### config.mk
export PLATFORM = sky130hd
export DESIGN_NAME = uart_xcvr
export DESIGN_NICKNAME = d
export VERILOG_FILES = /design/src/rtl/uart_xcvr.sv
export SDC_FILE = /design/constraint.sdc
export NUM_CORES = 1
export LEC_CHECK = 0
export ABC_AREA = 1
export BUFFER_PORTS_ARGS = -buffer_cell sky130_fd_sc_hd__buf_2
export CAP_MARGIN = 5
export CORE_MARGIN = 2
export CORE_UTILIZATION = 40
export CTS_CLUSTER_SIZE = 30
export DETAILED_ROUTE_END_ITERATION = 10
export SYNTH_ARGS = -nofsm -noshare
export SYNTH_HDL_FRONTEND = slang
export SYNTH_SLANG_ARGS = --single-unit
### constraint.sdc
create_clock -name clk -period 3 [get_ports clk]
set_clock_uncertainty 0.2 [all_clocks]
set_input_delay 0.45 -clock clk [delete_from_list [all_inputs] [get_ports clk]]
set_output_delay 0.45 -clock clk [all_outputs]
set_load 0.02 [all_outputs]
### src/rtl/uart_xcvr.sv
// ---------------------------------------------------------------------------
// uart_xcvr
//   Parametrised full-duplex UART transceiver.
//   - Configurable data width (5..9), parity (none/odd/even) and 1 or 2 stop
//     bits.
//   - The transmit side takes one word per ready/valid handshake.
//   - The receive side reports each word with a one-cycle strobe, together
//     with parity and framing error flags.
//
// Parameters
//   CLK_FREQ   system clock frequency in Hz
//   UART_BPS   line rate; one bit lasts CLK_FREQ/UART_BPS clocks (>= 4)
//   DATA_BITS  data bits per frame (5..9)
//   PARITY     0 = none, 1 = odd, 2 = even
//   STOP_BITS  1 or 2
//
// Ports
//   clk            system clock
//   resetn         asynchronous active-low reset
//   tx_valid       transmit request, tx_data valid
//   tx_data        word to send
//   tx_ready       transmitter idle, a word is accepted on tx_valid
//   uart_txd       serial output, idles high
//   uart_rxd       serial input, asynchronous to clk
//   rx_valid       one-cycle strobe, rx_data and error flags valid
//   rx_data        received word (first bit on the line is the LSB)
//   rx_parity_err  parity mismatch, always 0 without parity
//   rx_frame_err   first stop bit sampled low
// ---------------------------------------------------------------------------
module uart_xcvr #(
  parameter int CLK_FREQ  = 50000000,
  parameter int UART_BPS  = 115200,
  parameter int DATA_BITS = 8,
  parameter int PARITY    = 0,
  parameter int STOP_BITS = 1
) (
  input  logic                 clk,
  input  logic                 resetn,
  input  logic                 tx_valid,
  input  logic [DATA_BITS-1:0] tx_data,
  output logic                 tx_ready,
  output logic                 uart_txd,
  input  logic                 uart_rxd,
  output logic                 rx_valid,
  output logic [DATA_BITS-1:0] rx_data,
  output logic                 rx_parity_err,
  output logic                 rx_frame_err
);

  localparam int BPS_CNT   = CLK_FREQ / UART_BPS;
  localparam int STOP_CLKS = STOP_BITS * BPS_CNT;
  // One counter width serves both the per-bit count and the (possibly
  // double-length) stop period.
  localparam int CNT_W     = $clog2(STOP_CLKS);
  localparam int BIT_W     = $clog2(DATA_BITS);

  localparam logic [CNT_W-1:0] BIT_LAST  = CNT_W'(BPS_CNT - 1);
  localparam logic [CNT_W-1:0] STOP_LAST = CNT_W'(STOP_CLKS - 1);
  localparam logic [CNT_W-1:0] MID_CNT   = CNT_W'(BPS_CNT / 2);
  localparam logic [BIT_W-1:0] IDX_LAST  = BIT_W'(DATA_BITS - 1);

  localparam logic HAS_PAR = (PARITY != 0);
  // XOR of the data gives even parity; odd parity is its complement.
  localparam logic ODD_PAR = (PARITY == 1);

  // -------------------------------------------------------------------------
  // Transmitter
  // -------------------------------------------------------------------------
  typedef enum logic [2:0] {
    TX_IDLE,
    TX_START,
    TX_DATA,
    TX_PARITY,
    TX_STOP
  } tx_state_t;

  tx_state_t            tx_state;
  logic [CNT_W-1:0]     tx_cnt;
  logic [BIT_W-1:0]     tx_bit;
  logic [DATA_BITS-1:0] tx_shift;
  logic                 tx_par;

  // uart_txd is registered: every state transition loads the level of the
  // bit that starts on the next clock, so each bit lasts exactly BPS_CNT
  // clocks on the pin.
  always_ff @(posedge clk or negedge resetn) begin
    if (!resetn) begin
      tx_state <= TX_IDLE;
      tx_cnt   <= '0;
      tx_bit   <= '0;
      tx_shift <= '0;
      tx_par   <= 1'b0;
      tx_ready <= 1'b1;
      uart_txd <= 1'b1;
    end else begin
      case (tx_state)
        TX_IDLE: begin
          if (tx_valid && tx_ready) begin
            tx_shift <= tx_data;
            tx_par   <= (^tx_data) ^ ODD_PAR;
            tx_ready <= 1'b0;
            uart_txd <= 1'b0;
            tx_cnt   <= '0;
            tx_state <= TX_START;
          end
        end

        TX_START: begin
          if (tx_cnt == BIT_LAST) begin
            tx_cnt   <= '0;
            tx_bit   <= '0;
            uart_txd <= tx_shift[0];
            tx_shift <= tx_shift >> 1;
            tx_state <= TX_DATA;
          end else begin
            tx_cnt <= tx_cnt + 1'b1;
          end
        end

        TX_DATA: begin
          if (tx_cnt == BIT_LAST) begin
            tx_cnt <= '0;
            if (tx_bit == IDX_LAST) begin
              if (HAS_PAR) begin
                uart_txd <= tx_par;
                tx_state <= TX_PARITY;
              end else begin
                uart_txd <= 1'b1;
                tx_state <= TX_STOP;
              end
            end else begin
              tx_bit   <= tx_bit + 1'b1;
              uart_txd <= tx_shift[0];
              tx_shift <= tx_shift >> 1;
            end
          end else begin
            tx_cnt <= tx_cnt + 1'b1;
          end
        end

        TX_PARITY: begin
          if (tx_cnt == BIT_LAST) begin
            tx_cnt   <= '0;
            uart_txd <= 1'b1;
            tx_state <= TX_STOP;
          end else begin
            tx_cnt <= tx_cnt + 1'b1;
          end
        end

        TX_STOP: begin
          // The whole stop period is one count so two stop bits need no
          // extra state.
          if (tx_cnt == STOP_LAST) begin
            tx_cnt   <= '0;
            tx_ready <= 1'b1;
            tx_state <= TX_IDLE;
          end else begin
            tx_cnt <= tx_cnt + 1'b1;
          end
        end

        default: begin
          tx_state <= TX_IDLE;
          tx_ready <= 1'b1;
          uart_txd <= 1'b1;
        end
      endcase
    end
  end

  // -------------------------------------------------------------------------
  // Receiver
  // -------------------------------------------------------------------------
  // Two-stage synchroniser. It resets to the idle (high) level so that a
  // release from reset does not look like a start bit.
  logic [1:0] rxd_sync;
  logic       rxd_s;
  logic       rxd_prev;

  assign rxd_s = rxd_sync[1];

  always_ff @(posedge clk or negedge resetn) begin
    if (!resetn) begin
      rxd_sync <= 2'b11;
      rxd_prev <= 1'b1;
    end else begin
      rxd_sync <= {rxd_sync[0], uart_rxd};
      rxd_prev <= rxd_sync[1];
    end
  end

  typedef enum logic [2:0] {
    RX_IDLE,
    RX_START,
    RX_DATA,
    RX_PARITY,
    RX_STOP,
    RX_WAIT_HIGH
  } rx_state_t;

  rx_state_t            rx_state;
  logic [CNT_W-1:0]     rx_cnt;
  logic [BIT_W-1:0]     rx_bit;
  logic [DATA_BITS-1:0] rx_shift;
  logic                 rx_par;

  // The counter is cleared at every sample point. START samples at
  // mid-bit; each later state samples BPS_CNT clocks after the previous
  // sample, so every sample stays near the middle of its bit.
  always_ff @(posedge clk or negedge resetn) begin
    if (!resetn) begin
      rx_state      <= RX_IDLE;
      rx_cnt        <= '0;
      rx_bit        <= '0;
      rx_shift      <= '0;
      rx_par        <= 1'b0;
      rx_valid      <= 1'b0;
      rx_data       <= '0;
      rx_parity_err <= 1'b0;
      rx_frame_err  <= 1'b0;
    end else begin
      rx_valid <= 1'b0;
      case (rx_state)
        RX_IDLE: begin
          if (rxd_prev && !rxd_s) begin
            rx_cnt   <= '0;
            rx_state <= RX_START;
          end
        end

        RX_START: begin
          if (rx_cnt == MID_CNT) begin
            rx_cnt <= '0;
            rx_bit <= '0;
            // A line that is back high at mid start bit was a glitch.
            rx_state <= rxd_s ? RX_IDLE : RX_DATA;
          end else begin
            rx_cnt <= rx_cnt + 1'b1;
          end
        end

        RX_DATA: begin
          if (rx_cnt == BIT_LAST) begin
            rx_cnt   <= '0;
            rx_shift <= {rxd_s, rx_shift[DATA_BITS-1:1]};
            if (rx_bit == IDX_LAST) begin
              rx_state <= HAS_PAR ? RX_PARITY : RX_STOP;
            end else begin
              rx_bit <= rx_bit + 1'b1;
            end
          end else begin
            rx_cnt <= rx_cnt + 1'b1;
          end
        end

        RX_PARITY: begin
          if (rx_cnt == BIT_LAST) begin
            rx_cnt   <= '0;
            rx_par   <= rxd_s;
            rx_state <= RX_STOP;
          end else begin
            rx_cnt <= rx_cnt + 1'b1;
          end
        end

        RX_STOP: begin
          if (rx_cnt == BIT_LAST) begin
            rx_cnt        <= '0;
            rx_valid      <= 1'b1;
            rx_data       <= rx_shift;
            rx_parity_err <= HAS_PAR & ((^rx_shift) ^ rx_par ^ ODD_PAR);
            rx_frame_err  <= ~rxd_s;
            // A low stop bit may be a break; do not re-arm on a falling
            // edge until the line has returned high.
            rx_state      <= rxd_s ? RX_IDLE : RX_WAIT_HIGH;
          end else begin
            rx_cnt <= rx_cnt + 1'b1;
          end
        end

        RX_WAIT_HIGH: begin
          if (rxd_s) begin
            rx_state <= RX_IDLE;
          end
        end

        default: begin
          rx_state <= RX_IDLE;
        end
      endcase
    end
  end

endmodule

After elaboration in Yosys (flattened, before gate mapping)
Index checks and enable logic that the tools add are counted.
{ "classes": {"bitwise_logic": 3, "n_mux": 45, "n_addsub": 4, "reduce_logical": 24, "eq_ne": 29} }
{ "op_table": {"columns": ["operator", "n"], "rows": [
  ["$mux W3", 19],
  ["$mux W9", 5],
  ["$mux W8", 4],
  ["$ne A2 B2 Y1 const B", 15],
  ["$pmux W9 S3", 1],
  ["$pmux W8 S3", 1],
  ["$add A9 B1 Y9 const B", 2],
  ["$eq A9 B9 Y1 const B", 2],
  ["$pmux W3 S6", 1],
  ["$pmux W9 S2", 1],
  ["$eq A3 B3 Y1 const B", 5],
  ["$pmux W3 S5", 1],
  ["$eq A3 B2 Y1 const B", 4],
  ["$pmux W3 S2", 2],
  ["$reduce_and A5 Y1", 2],
  ["$eq A9 B8 Y1 const B", 1],
  ["$reduce_and A2 Y1", 4],
  ["$reduce_and A4 Y1", 2],
  ["$mux W1", 7],
  ["$reduce_and A7 Y1", 1],
  ["$add A3 B1 Y3 const B", 2],
  ["$eq A3 B1 Y1 const B", 2],
  ["$logic_not A3 Y1", 2],
  ["$reduce_and A6 Y1", 1],
  ["other kinds (11)", 18]
]} }
{ "totals": {"wordCells": 120, "input_bits": 12, "regBits": 61, "out_inout_bits": 13} }

Longest topological paths before layout
{ "depth": {"ltp_word": 4, "ltp_mapped": 11, "depth_no_buf": 11} }

Worst setup path after synthesis
Ideal clock, no wire load.
{ "synth_timing": {"path_type": "register to register", "start": "reg rx_cnt[1]", "end": "reg rx_bit[0]", "slack_ns": 1.312, "n_path_buf": 0, "path_stages_with_launch": 12, "arrival_time_ns": 1.371, "setup_ns": 0.117, "synth_period_minus_slack_ns": 1.688, "required_time_ns": 2.683, "cell_sequence": "dfrtp_1 inv_1 ha_1 nand2_1 nor2_2 nand2_4 nand2_1 nand2_2 inv_2 nand2_2 nand2_1 nand2_1"} }
{ "synth_via": {"elab_chain_len": 3, "elab_cells_between_ends": 5, "classes_between": "eq/ne (4); reduce/logical (1)"} }
{ "synth_rtl": {"columns": ["item", "line", "text"], "rows": [
  ["from (decl)", "203", "logic [CNT_W-1:0] rx_cnt;"],
  ["from (signal assigned)", "239", "rx_cnt <= rx_cnt + 1'b1;"],
  ["from (signal assigned)", "253", "rx_cnt <= rx_cnt + 1'b1;"],
  ["from (signal assigned)", "263", "rx_cnt <= rx_cnt + 1'b1;"],
  ["$eq A9 B9 Y1 or $eq A9 B8 Y1 (tied branches)", "244, 233", null],
  ["$ne A2 B2 Y1 (no source line)", null, null],
  ["$reduce_and A4 Y1 (no source line) *", null, null],
  ["to (signal assigned)", "250", "rx_bit <= rx_bit + 1'b1;"],
  ["to (decl)", "204", "logic [BIT_W-1:0] rx_bit;"]
]} }
Every way passes the cells marked *; elsewhere a longest branch is shown, timed or not.
A chain may end at the register's enable or synchronous reset.

Worst setup path in the final report
{ "layout_timing": {"start": "reg tx_cnt[1]", "end": "reg tx_shift[4]"} }
{ "layout_via": {"elab_chain_len": 3, "elab_cells_between_ends": 4, "classes_between": "eq/ne (3); reduce/logical (1)"} }
{ "layout_rtl": {"columns": ["item", "line", "text"], "rows": [
  ["from (decl)", "78", "logic [CNT_W-1:0] tx_cnt;"],
  ["from (signal assigned)", "116", "tx_cnt <= tx_cnt + 1'b1;"],
  ["from (signal assigned)", "137", "tx_cnt <= tx_cnt + 1'b1;"],
  ["from (signal assigned)", "147", "tx_cnt <= tx_cnt + 1'b1;"],
  ["$eq A9 B9 Y1 *", "109, 121", null],
  ["$ne A2 B2 Y1 (no source line)", null, null],
  ["$reduce_and A5 Y1 (no source line) *", null, null],
  ["to (signal assigned)", "99", "tx_shift <= tx_data;"],
  ["to (signal assigned)", "113", "tx_shift <= tx_shift >> 1;"],
  ["to (signal assigned)", "134", "tx_shift <= tx_shift >> 1;"],
  ["to (decl)", "80", "logic [DATA_BITS-1:0] tx_shift;"]
]} }
Marks and branches as above.

==> flow_summary.ini <==
[power]
power_per_cell_area_nw_per_um2 = 797
total_leakage_power_nw = 1.86
max-vdd-ir-drop_mv = 0.477

[worst_setup_path]
end_kind = flop
max_stage_delay_ns = 0.39
reg2reg_to = tx_shift[4]
crit_path_top_delay_cell = dfrtp_1
r2r_setup_slack_ns = 0.97
crit_path_frequent_cell = nand2_1
ff2ff_path_depth = 9
start_kind = flop
worstSetupStartpoint = tx_cnt[1]
cp.required_ns = 3.00
worstPathMaxFanout = 16
path_cells = inv_1, ha_1, nand2_1, nor2_1, nand2_1, nand2_2, nand3_2, nand2_1, o21ai_0
arrival_ns = 2.03
timing.rr.start = tx_cnt[1]
critical_path_class = reg2reg
endpoint = tx_shift[4]

[clocking]
clock_latency_ns = 0.33
clkTransAtPathRegs_ns = 0.07
clock_path_buffers = 2
htreeDepth = 3
ctsResizeCount = 0
cts_buffers = 9
cts_tree = yes
post_cts_buffers = 0
clkSinkCount = 61
cts_root_buffer = clkbuf_8
cts_hold_buf = 1

[grt]
grt_pass1_vias = 2471
grt_max_degree = 62
grt-ovfl-total = 0
grt_pass1_wl_mm = 10.7
track_usage = 0.152
antenna_found_initial = 0

[die]
start_util = 0.417
die_area_sq_um = 8830
chipHeight_um = 94.0
core_sq_um = 7770
ios = 25
die_w_um = 94.0
fp-row-count = 32

[status]
status = completed

[route]
drc = 0
dr.first_iter.drc_count = 128
vias = 2592
top_layer_used = met4
wl_met2_mm = 2.77
wl_met3_um = 229
avgViaCountPerCell = 4.79
wl_met1_mm = 2.95
drt_wl_total_mm = 5.99
dr.pass1.iters = 4
final_antenna_net_count = 0
routedWlPerCell_um = 11.1

[logic_synthesis]
synth-compound-area-share = 0.117
synth_flop_cell = dfrtp_1
synth.area.mux_share = 0
synth_warnings = 0
netlist_instances = 403
ys_seq_elements = 61
synthAdderAreaFrac = 0.0309
async_flop_share = 1.00
synth_edf_count = 0
syn_avg_cell_area_sq_um = 8.04
yosysSeqAreaShare = 0.473
synth_top_family_by_area = simple AND/OR/NAND/NOR gates
yosys.area_share.simple = 0.300
yosysUniqueCellTypes = 31
synth_xor_area_frac = 0.00541
synth.net_count = 423
synth_area_sq_um = 3240

[final_layout]
final_util = 0.472
area_growth_pct = 13.2
nNetsFinal = 454
drive_above_1_share = 0.175
num_antenna_cells = 0

[timing]
layout_min_cycle_time_ns = 2.03
rsz0062_at_grt = no
fmax_mhz = 494
final_max_slew_viol_count = 0
finalCritPeriodShare = 0.675
hold_violations = 0
finalSetupViolations = 0
final.setup.tns_ns = 0

[run]
max_cap_viol_count = 0

[placement]
io_buffer_count = 23
place.gp.congestion = 0.847
dp_hpwl_mm = 4.26

[worst_hold_path]
hold_start = uart_rxd
holdCritPathClass = in2reg
[how the worst min path moves through the flow]
stage | to | slack [ns] | cells after the start
after global placement | rxd_sync[1] | 0.15 | 0
after CTS | rxd_sync[0] | 0.02 | 1
after global routing | rxd_sync[0] | 0.003 | 1
final | rxd_sync[0] | 0.03 | 1
after floorplan | rx_bit[0] | -0.05 | 0
after detailed placement | rxd_sync[1] | 0.15 | 0
[worst max-delay path, delay by kind of cell (launching register included)]
family	cells	cell delay, ns
buf+inv	1	0.08
flops	1	0.39
simple gates	6	0.99
fa+ha+maj	1	0.13
compound gates	1	0.09
[cells in the mapped netlist (3+ instances only)]
library cell,n,area (sq um)
dfrtp_1,56,1400
o21a_1,8,60.1
dfstp_2,5,131
inv_1,42,158
nand3b_1,4,30.0
a21oi_1,7,35.0
buf_4,3,22.5
nor2_4,4,45.0
nor3_1,4,20.0
a21boi_0,6,45.0
nand3_2,3,30.0
o21bai_1,4,30.0
nand2_1,127,477
o22ai_1,3,18.8
nor2_1,27,101
nand4_1,8,50.1
o21ai_1,8,40.0
nand3_1,20,100
nand2_2,8,50.1
o21ai_0,25,125
ha_1,8,100
inv_2,8,30.0
nor2_2,3,18.8
[kinds of logic after synthesis]
group	count (synthesis)
adder cells (fa/ha/maj)	8
flip-flops	61
XOR/XNOR	2
AND/OR/NAND/NOR	212
AO/OA/AOI/OAI	64
other	1
buffers and inverters	55
[stage by stage]
step	worst slack [ns]	cell area [sq um]	hold WS [ns]	power (mW)	std cells
2_1_floorplan	1.31	3240	-0.0456	1.98	403
3_3_place_gp	1.06	3460	0.146	2.19	524
3_5_place_dp	0.983	3460	0.149	2.21	524
4_1_cts	0.962	3670	0.0157	2.96	541
5_1_grt	0.660	3670	0.00338	3.19	541
6_report	0.975	3670	0.0318	2.92	541
[power by group]
part           switching [mW]  internal [mW]  total, mW
Sequential              0.130          0.995       1.13
Clock                   0.328          0.403      0.731
Combinational           0.723          0.345       1.07
[cells in the final DEF, fill, tap and decap left out, drive strengths merged, types with 5 or more instances in the layout]
master	n
inv	50
clkbuf	10
nand3	24
a21oi	7
o21a	8
dfrtp	56
nand4	8
a21boi	6
nor3	5
o21ai	35
dfstp	5
buf	24
nand2	137
nor2	34
ha	8
[state kept, by name (all words and copies together), names as in the netlist]
signal        flops
rx_state          3
rx_data           8
tx_cnt            9
tx_bit            3
uart_txd          1
rx_shift          8
rx_cnt            9
tx_state          3
rxd_prev          1
rx_bit            3
tx_ready          1
tx_shift          8
rx_valid          1
rxd_sync          2
rx_frame_err      1
[final cells by class]
cell class | instances | area [sq um]
fillers | 777 | 4100
multi-input cells | 287 | 1470
inverters | 50 | 188
repair buffers | 25 | 145
flip-flops and latches | 61 | 1530
clock inverters | 6 | 62.6
well taps | 102 | 128
clock buffers | 10 | 138
[per-layer routing]
| layer | track usage | vias to the layer above |
|---|---|---|
| li1 | - | 1355 |
| met1 | 0.201 | 1194 |
| met2 | 0.241 | 38 |
| met3 | 0.0514 | 5 |
| met4 | 0.0386 | 0 |
| met5 | 0 | - |
Note: power is estimated with default switching activity, not from simulation.
